**config.mk**
```make
export PLATFORM = sky130hd
export DESIGN_NAME = dff_bank_arbiter
export DESIGN_NICKNAME = d
export VERILOG_FILES = /design/src/rtl/dff_arb_pkg.sv /design/src/rtl/rr_pick.sv /design/src/rtl/dff_bank_arbiter.sv
export SDC_FILE = /design/constraint.sdc
export NUM_CORES = 1
export LEC_CHECK = 0
export CAP_MARGIN = 15
export CORE_UTILIZATION = 38
export CTS_BUF_LIST = sky130_fd_sc_hd__clkbuf_8
export DETAILED_ROUTE_END_ITERATION = 6
export PLACE_DENSITY = 0.77
export RECOVER_POWER = 25
export SYNTH_ARGS = -nofsm -noshare
export SYNTH_HDL_FRONTEND = slang
export SYNTH_HIERARCHICAL = 1
export SYNTH_SLANG_ARGS = --single-unit
```
**constraint.sdc**
```tcl
create_clock -name clk -period 1.6 [get_ports clk]
set_input_delay 0.32 -clock clk [delete_from_list [all_inputs] [get_ports clk]]
set_output_delay 0.32 -clock clk [all_outputs]
set_load 0.03 [all_outputs]
```
**src/rtl/dff_arb_pkg.sv**
```systemverilog
// Shared types and helpers for the round-robin DFF bank arbiter.
package dff_arb_pkg;

  localparam int unsigned NREQ_DEF  = 4;
  localparam int unsigned WIDTH_DEF = 8;
  localparam int unsigned MAX_NREQ  = 8;
  localparam int unsigned MAX_IDW   = 3;

  typedef enum logic [1:0] {
    IDLE  = 2'd0,
    GRANT = 2'd1,
    DONE  = 2'd2
  } state_e;

  // One-hot decode of a requester index, sized for the largest supported bank.
  function automatic logic [MAX_NREQ-1:0] onehot(input logic [MAX_IDW-1:0] idx);
    onehot = {{(MAX_NREQ-1){1'b0}}, 1'b1} << idx;
  endfunction

endpackage

```
**src/rtl/rr_pick.sv**
```systemverilog
// Combinational round-robin picker: first requester after 'last', wrapping.
module rr_pick
  import dff_arb_pkg::*;
#(
  parameter  int unsigned NREQ = NREQ_DEF,
  localparam int unsigned IDW  = $clog2(NREQ)
) (
  input  logic [NREQ-1:0] req,
  input  logic [IDW-1:0]  last,
  output logic            any,
  output logic [IDW-1:0]  winner
);

  assign any = |req;

  // Scan farthest-to-nearest so the nearest requester after 'last' wins.
  always_comb begin
    winner = '0;
    for (int k = NREQ; k >= 1; k--) begin
      if (req[(int'(last) + k) % NREQ]) winner = IDW'((int'(last) + k) % NREQ);
    end
  end

endmodule

```
**src/rtl/dff_bank_arbiter.sv**
```systemverilog
// Round-robin arbiter sequencing writes from NREQ requesters into one shared
// WIDTH-bit register, acking each completed write for one cycle.
module dff_bank_arbiter
  import dff_arb_pkg::*;
#(
  parameter  int unsigned NREQ  = NREQ_DEF,
  parameter  int unsigned WIDTH = WIDTH_DEF,
  localparam int unsigned IDW   = $clog2(NREQ)
) (
  input  logic                  clk,
  input  logic                  reset,
  input  logic [NREQ-1:0]       req,
  input  logic [NREQ*WIDTH-1:0] wdata,
  output logic [NREQ-1:0]       gnt,
  output logic [IDW-1:0]        gnt_id,
  output logic [NREQ-1:0]       ack,
  output logic [WIDTH-1:0]      q,
  output logic                  busy
);

  state_e           state, state_d;
  logic [NREQ-1:0]  gnt_d, ack_d;
  logic [IDW-1:0]   gnt_id_d, last, last_d, winner;
  logic [WIDTH-1:0] q_d;
  logic             any;

  rr_pick #(.NREQ(NREQ)) u_pick (
    .req    (req),
    .last   (last),
    .any    (any),
    .winner (winner)
  );

  assign busy = (state != IDLE);

  // State and output registers; pointer resets so requester 0 goes first.
  always_ff @(posedge clk or negedge reset) begin
    if (!reset) begin
      state  <= IDLE;
      gnt    <= '0;
      gnt_id <= '0;
      ack    <= '0;
      q      <= '0;
      last   <= IDW'(NREQ - 1);
    end else begin
      state  <= state_d;
      gnt    <= gnt_d;
      gnt_id <= gnt_id_d;
      ack    <= ack_d;
      q      <= q_d;
      last   <= last_d;
    end
  end

  // Next-state; ack defaults low so it can only pulse for one cycle.
  always_comb begin
    state_d  = state;
    gnt_d    = gnt;
    gnt_id_d = gnt_id;
    ack_d    = '0;
    q_d      = q;
    last_d   = last;
    case (state)
      IDLE: begin
        if (any) begin
          gnt_d    = NREQ'(onehot(MAX_IDW'(winner)));
          gnt_id_d = winner;
          state_d  = GRANT;
        end
      end
      GRANT: begin
        // A withdrawn request aborts without rotating the pointer.
        if (req[gnt_id]) begin
          q_d     = wdata[int'(gnt_id)*WIDTH +: WIDTH];
          ack_d   = NREQ'(onehot(MAX_IDW'(gnt_id)));
          last_d  = gnt_id;
          state_d = DONE;
        end else begin
          gnt_d   = '0;
          state_d = IDLE;
        end
      end
      DONE: begin
        gnt_d   = '0;
        state_d = IDLE;
      end
      default: begin
        gnt_d   = '0;
        state_d = IDLE;
      end
    endcase
  end

endmodule

```
After elaboration in Yosys (flattened, before gate mapping)
Cells that the tools add are included.
Widths: inputs -> output; s select.
{"block": "totals", "mem_bits_rw": 0, "latch_bits": 0, "mem_bits_ro": 0, "register_bits": 22, "elab_cells": 49, "output_inout_bits": 19, "memories": 0, "input_bits": 38}
{"block": "op_classes", "magnitude_cmp": 5, "n_mux": 22, "n_div": 0, "multipliers": 0, "shift": 3, "eq_ne": 3, "bitwise_logic": 0, "addsub": 4, "n_reduce_logical": 6}
{"op": "$shiftx 32x6->8", "n": 1}
{"op": "$mux 4", "n": 4}
{"op": "$lt 2x3->1 const B", "n": 5}
{"op": "$mux 2", "n": 6}
{"op": "$bmux 1 s2", "n": 5}
{"op": "$pmux 4 s2", "n": 1}
{"op": "$shl 1x2->4 const A", "n": 2}
{"op": "$reduce_and 2->1", "n": 3}
{"op": "$mux 1", "n": 5}
{"op": "$add 2x1->2 const B", "n": 2}
{"op": "$add 2x2->2 const B", "n": 2}
{"op": "$ne 2x2->1 const B", "n": 2}
{"op": "$pmux 2 s2", "n": 1}
{"op": "$reduce_or 4->1", "n": 1}
{"op": "$eq 2x1->1 const B", "n": 1}
{"op": "$logic_not 2->1", "n": 1}
{"op": "$reduce_bool 2->1", "n": 1}

Depth between registers and ports, before layout
{"block": "logic_depth", "ltp_word": 10, "mapped_depth": 6, "ltp_nobuf": 6}

Modules after synthesis
The synthesis kept the hierarchy.
{"mod": "dff_bank_arbiter", "area_each_um2": 1154.9, "n_inst": 1, "seq_area_each_um2": 553.0, "cells_each": 77}
{"mod": "rr_pick", "area_each_um2": 91.3, "n_inst": 1, "seq_area_each_um2": 0.0, "cells_each": 14}

Worst setup path before layout
OpenSTA, ideal clock, no wires.
{"block": "synth_timing", "path_kind": "flip-flop to flip-flop", "start": "reg gnt_id[0]", "end": "reg q[4]", "n_path_buf": 2, "synth_period_minus_slack_ns": 1.736, "t_arrival_ns": 1.611, "slack_ns": -0.136, "setup_ns": 0.125, "t_required_ns": 1.475, "path_stages_with_launch": 6, "cell_sequence": "dfrtp_1 > buf_4 > nand3b_1 > o22ai_4 > buf_12 > mux2_4"}
{"block": "synth_between", "elab_chain_len": 3, "word_cells_on_any_way": 4, "cone_classes": "shift (1); mux (2); reduce/logical (1)"}
{"item": "start: declaration", "line_no": "dff_bank_arbiter.sv:15", "text": "output logic [IDW-1:0] gnt_id,"}
{"item": "start signal: assignment", "line_no": "dff_bank_arbiter.sv:48", "text": "gnt_id <= gnt_id_d;"}
{"item": "parallel branches: the longest is 3 deep, another holds $shiftx 32x6->8"}
{"item": "end signal: assignment", "line_no": "dff_bank_arbiter.sv:50", "text": "q <= q_d;"}
{"item": "end: declaration", "line_no": "dff_bank_arbiter.sv:17", "text": "output logic [WIDTH-1:0] q,"}
Several ways; the timed one is not identified. The select of a mux whose other input is x is not followed.
A chain may end at the register's enable or synchronous reset.

Worst setup path in the final report
{"block": "layout_timing", "start": "reg state[1]", "end": "reg last[1]"}
{"block": "layout_between", "elab_chain_len": 2}
{"item": "start: declaration", "line_no": "dff_bank_arbiter.sv:21", "text": "state_e state, state_d;"}
{"item": "start signal: assignment", "line_no": "dff_bank_arbiter.sv:46", "text": "state <= state_d;"}
{"item": "$eq 2x1->1", "line_no": "dff_bank_arbiter.sv:63", "text": "case (state)"}
{"item": "$reduce_and 2->1 (no line)"}
{"item": "end signal: assignment", "line_no": "dff_bank_arbiter.sv:44", "text": "last <= IDW'(NREQ - 1);"}
{"item": "end signal: assignment", "line_no": "dff_bank_arbiter.sv:51", "text": "last <= last_d;"}
{"item": "end: declaration", "line_no": "dff_bank_arbiter.sv:23", "text": "logic [IDW-1:0] gnt_id_d, last, last_d, winner;"}
No other way between the ends.

==> reports/metrics.csv <==
metric,value,unit
status,"finished, violations left",
violations,setup timing,
grt_pass1_wl,4840,µm
max_stage_delay,420,ps
syn_nets,129,
final_area,2030,µm²
cp.arrival,1800,ps
cp-end-kind,flip-flop,
cts_root_buf,clkbuf_8,
slew_violations,0,
final_antenna_net_count,0,
post-place-cells,200,
p_per_area,1840,nW/µm²
drive_gt1_share,37.3,%
htree_num_levels,1,
syn_to_final_growth,63.2,%
num_rows,20,
drt_iter0_drc,33,
vdd_drop_max,0.822,mV
via_count,1020,
synth_ff_type,dfrtp_1,
nNetsFinal,200,
drt-total-wl,3080,µm
clock_sinks,22,
max_freq,621,MHz
via_per_inst,4.98,
final.setup.worst_slack,-10.6,ps
grt_setup_unrepaired,true,
setup_viol,4,
initial_core_util,40.5,%
place_area,1920,µm²
grt_overflow,0,
p_int,2.24,mW
die_width,59.3,µm
final-instance-count-excl-fill,205,
insertion_delay,260,ps
worst_pin_slew,547,ps
synth_seq_cells,22,
setup.worst_path.class,reg2reg,
grt_busiest_layer,met2,
seqPwrFrac,27.1,%
io_buffers,56,
dpl_worst_slack,-338,ps
gp_congestion,0.783,
path_buf_inv,1,
cp.depth,4,
combinationalPowerShare,63.6,%
cp_slowest_cell,or3b_4,
switching_share,40.2,%
wl_per_cell,15.0,µm
cts-buffers-inserted,3,
drc_errors,0,
fill_cells,252,
ys_seq_area_share,44.4,%
startpoint_type,flip-flop,
grt_max_degree,23,
holdWs,510,ps
required,1790,ps
cp_max_fo,5,
synth_edf_count,0,
finalCriticalPeriod,1610,ps
cts_max_path_buffers,2,
hold_viol,0,
utilization,66.1,%
yosysMostFrequentCell,dfrtp_1,
synth_largest_type_area_fraction,40.2,%
p_leak,0.949,nW
synthCells,91,
worst_hold_path_type,reg2reg,
period_share,101,%
clkPwrFrac,9.3,%
track_usage,18.9,%
crit_chain,or3b_4 -> o22ai_4 -> buf_4 -> mux2_4,
hpwl,2230,µm
slew_headroom,63.5,%
hold_depth,1,
num_antenna_cells,0,
yosysTopAreaCell,dfrtp_1,
avgSynthCellArea,13.7,µm²
grt_use_met3,3.28,%
grt_pass1_vias,1044,
async_reset_ff_share,100,%
die_y,59.3,µm
mappedNetlistArea,1250,µm²
tritoncts,yes,
core_area,3080,µm²
synthTopCellsByCount,"20 x dfrtp_1, 8 x mux4_2, 7 x nor2_1",
r2r_cells,4,
regArea,556,µm²
crit_family,simple AND/OR/NAND/NOR gates,
first_pass_iters,4,
maxCapViolCount,0,
synth_area_leaders,"dfrtp_1 40%, mux4_2 14%, mux2_4 6.0%",
ys_types,31,
die_area,3510,µm²
io_pins,57,
yosys_warnings,6,
multiInputGateArea,679,µm²
p_sw,1.50,mW
clkTransAtPathRegs,80,ps
met2_usage,33.5,%
antenna_found_initial,0,
use_met1,22.5,%
skew,5.24,ps
==> through the flow <==
| step | setup TNS [ps] | power, mW |
|---|---|---|
| detailed placement | -4200 | 3.36 |
| global placement | -3490 | 3.32 |
| global route | -659 | 3.97 |
| finish | -26.6 | 3.74 |
| CTS | -51.2 | 3.67 |
| floorplan | -300 | 2.55 |
==> cell usage in the layout, fill, tap and decap left out, types with 3 or more instances in the layout <==
master,instances
buf_4,14
clkbuf_8,3
clkdlybuf4s50_1,34
dfrtp_1,18
dlygate4sd2_1,14
dlymetal6s2s_1,4
inv_1,7
mux2_4,9
mux4_2,8
nand3b_1,3
nor2_1,6
==> path summary, 6_finish.rpt <==
kind                       slack [ps]        end  startpoint
min                               510       q[1]        q[1]
max                               -10    last[1]    state[1]
min in group asynchronous         570   state[0]       reset
max reg2reg                       -10    last[1]    state[1]
max in group asynchronous         630  gnt_id[0]       reset
min reg2reg                       510       q[1]        q[1]
==> flip-flops by register name, indices dropped and copies added, names as in the netlist <==
register	count
gnt_id	2
q	8
ack	4
last	2
gnt	4
state	2
==> what timing repair did <==
action | CTS | global route
resized for setup | 22 | 14
endpoints found under the setup margin | 23 | 19
pin swaps | 1 | 5
hold endpoints to repair | 0 | 0
hold buffers | 0 | 0
buffers inserted | 1 | 0
gates cloned | 0 | 0
==> area by class of cell <==
type | count | share of cell area [%]
clock buffers | 3 | 2.03
clock inverters | 1 | 0.185
inverters | 6 | 1.11
multi-input cells | 58 | 33.4
flip-flops and latches | 22 | 27.3
well taps | 44 | 2.71
repair buffers | 71 | 33.2
==> per-layer routing <==
| metal | up-vias | part of all wire, % |
|---|---|---|
| met3 | 5 | 5.5 |
| met5 | - | 0 |
| met1 | 503 | 42 |
| li1 | 478 | - |
| met2 | 34 | 52 |
| met4 | 0 | 1.2 |
==> cells by family (layout without fill, tap and decap cells) <==
kind of cell	count (synthesis)	in the layout	share of synthesized area, %
AOI/OAI and AO/OA	14	14	9.74
buffers and inverters	11	81	6.12
muxes	23	23	30.4
DFF	22	22	44.4
and+or+nand+nor	21	21	9.34
==> worst register-to-register path: stages, from the launching register on <==
cell and delay, ps:
dfrtp_1 410, or3b_4 420, o22ai_4 220, buf_4 200, mux2_4 300
==> power by group through the flow <==
| stage | registers (mW) | clock network [mW] | logic (mW) |
|---|---|---|---|
| 2_1_floorplan | 1.38 | 0 | 1.17 |
| 3_3_place_gp | 1.01 | 0 | 2.30 |
| 3_5_place_dp | 1.02 | 0 | 2.34 |
| 4_1_cts | 1.01 | 0.358 | 2.30 |
| 5_1_grt | 1.05 | 0.384 | 2.54 |
| 6_report | 1.01 | 0.347 | 2.38 |
(Power assumes the default switching activity.)
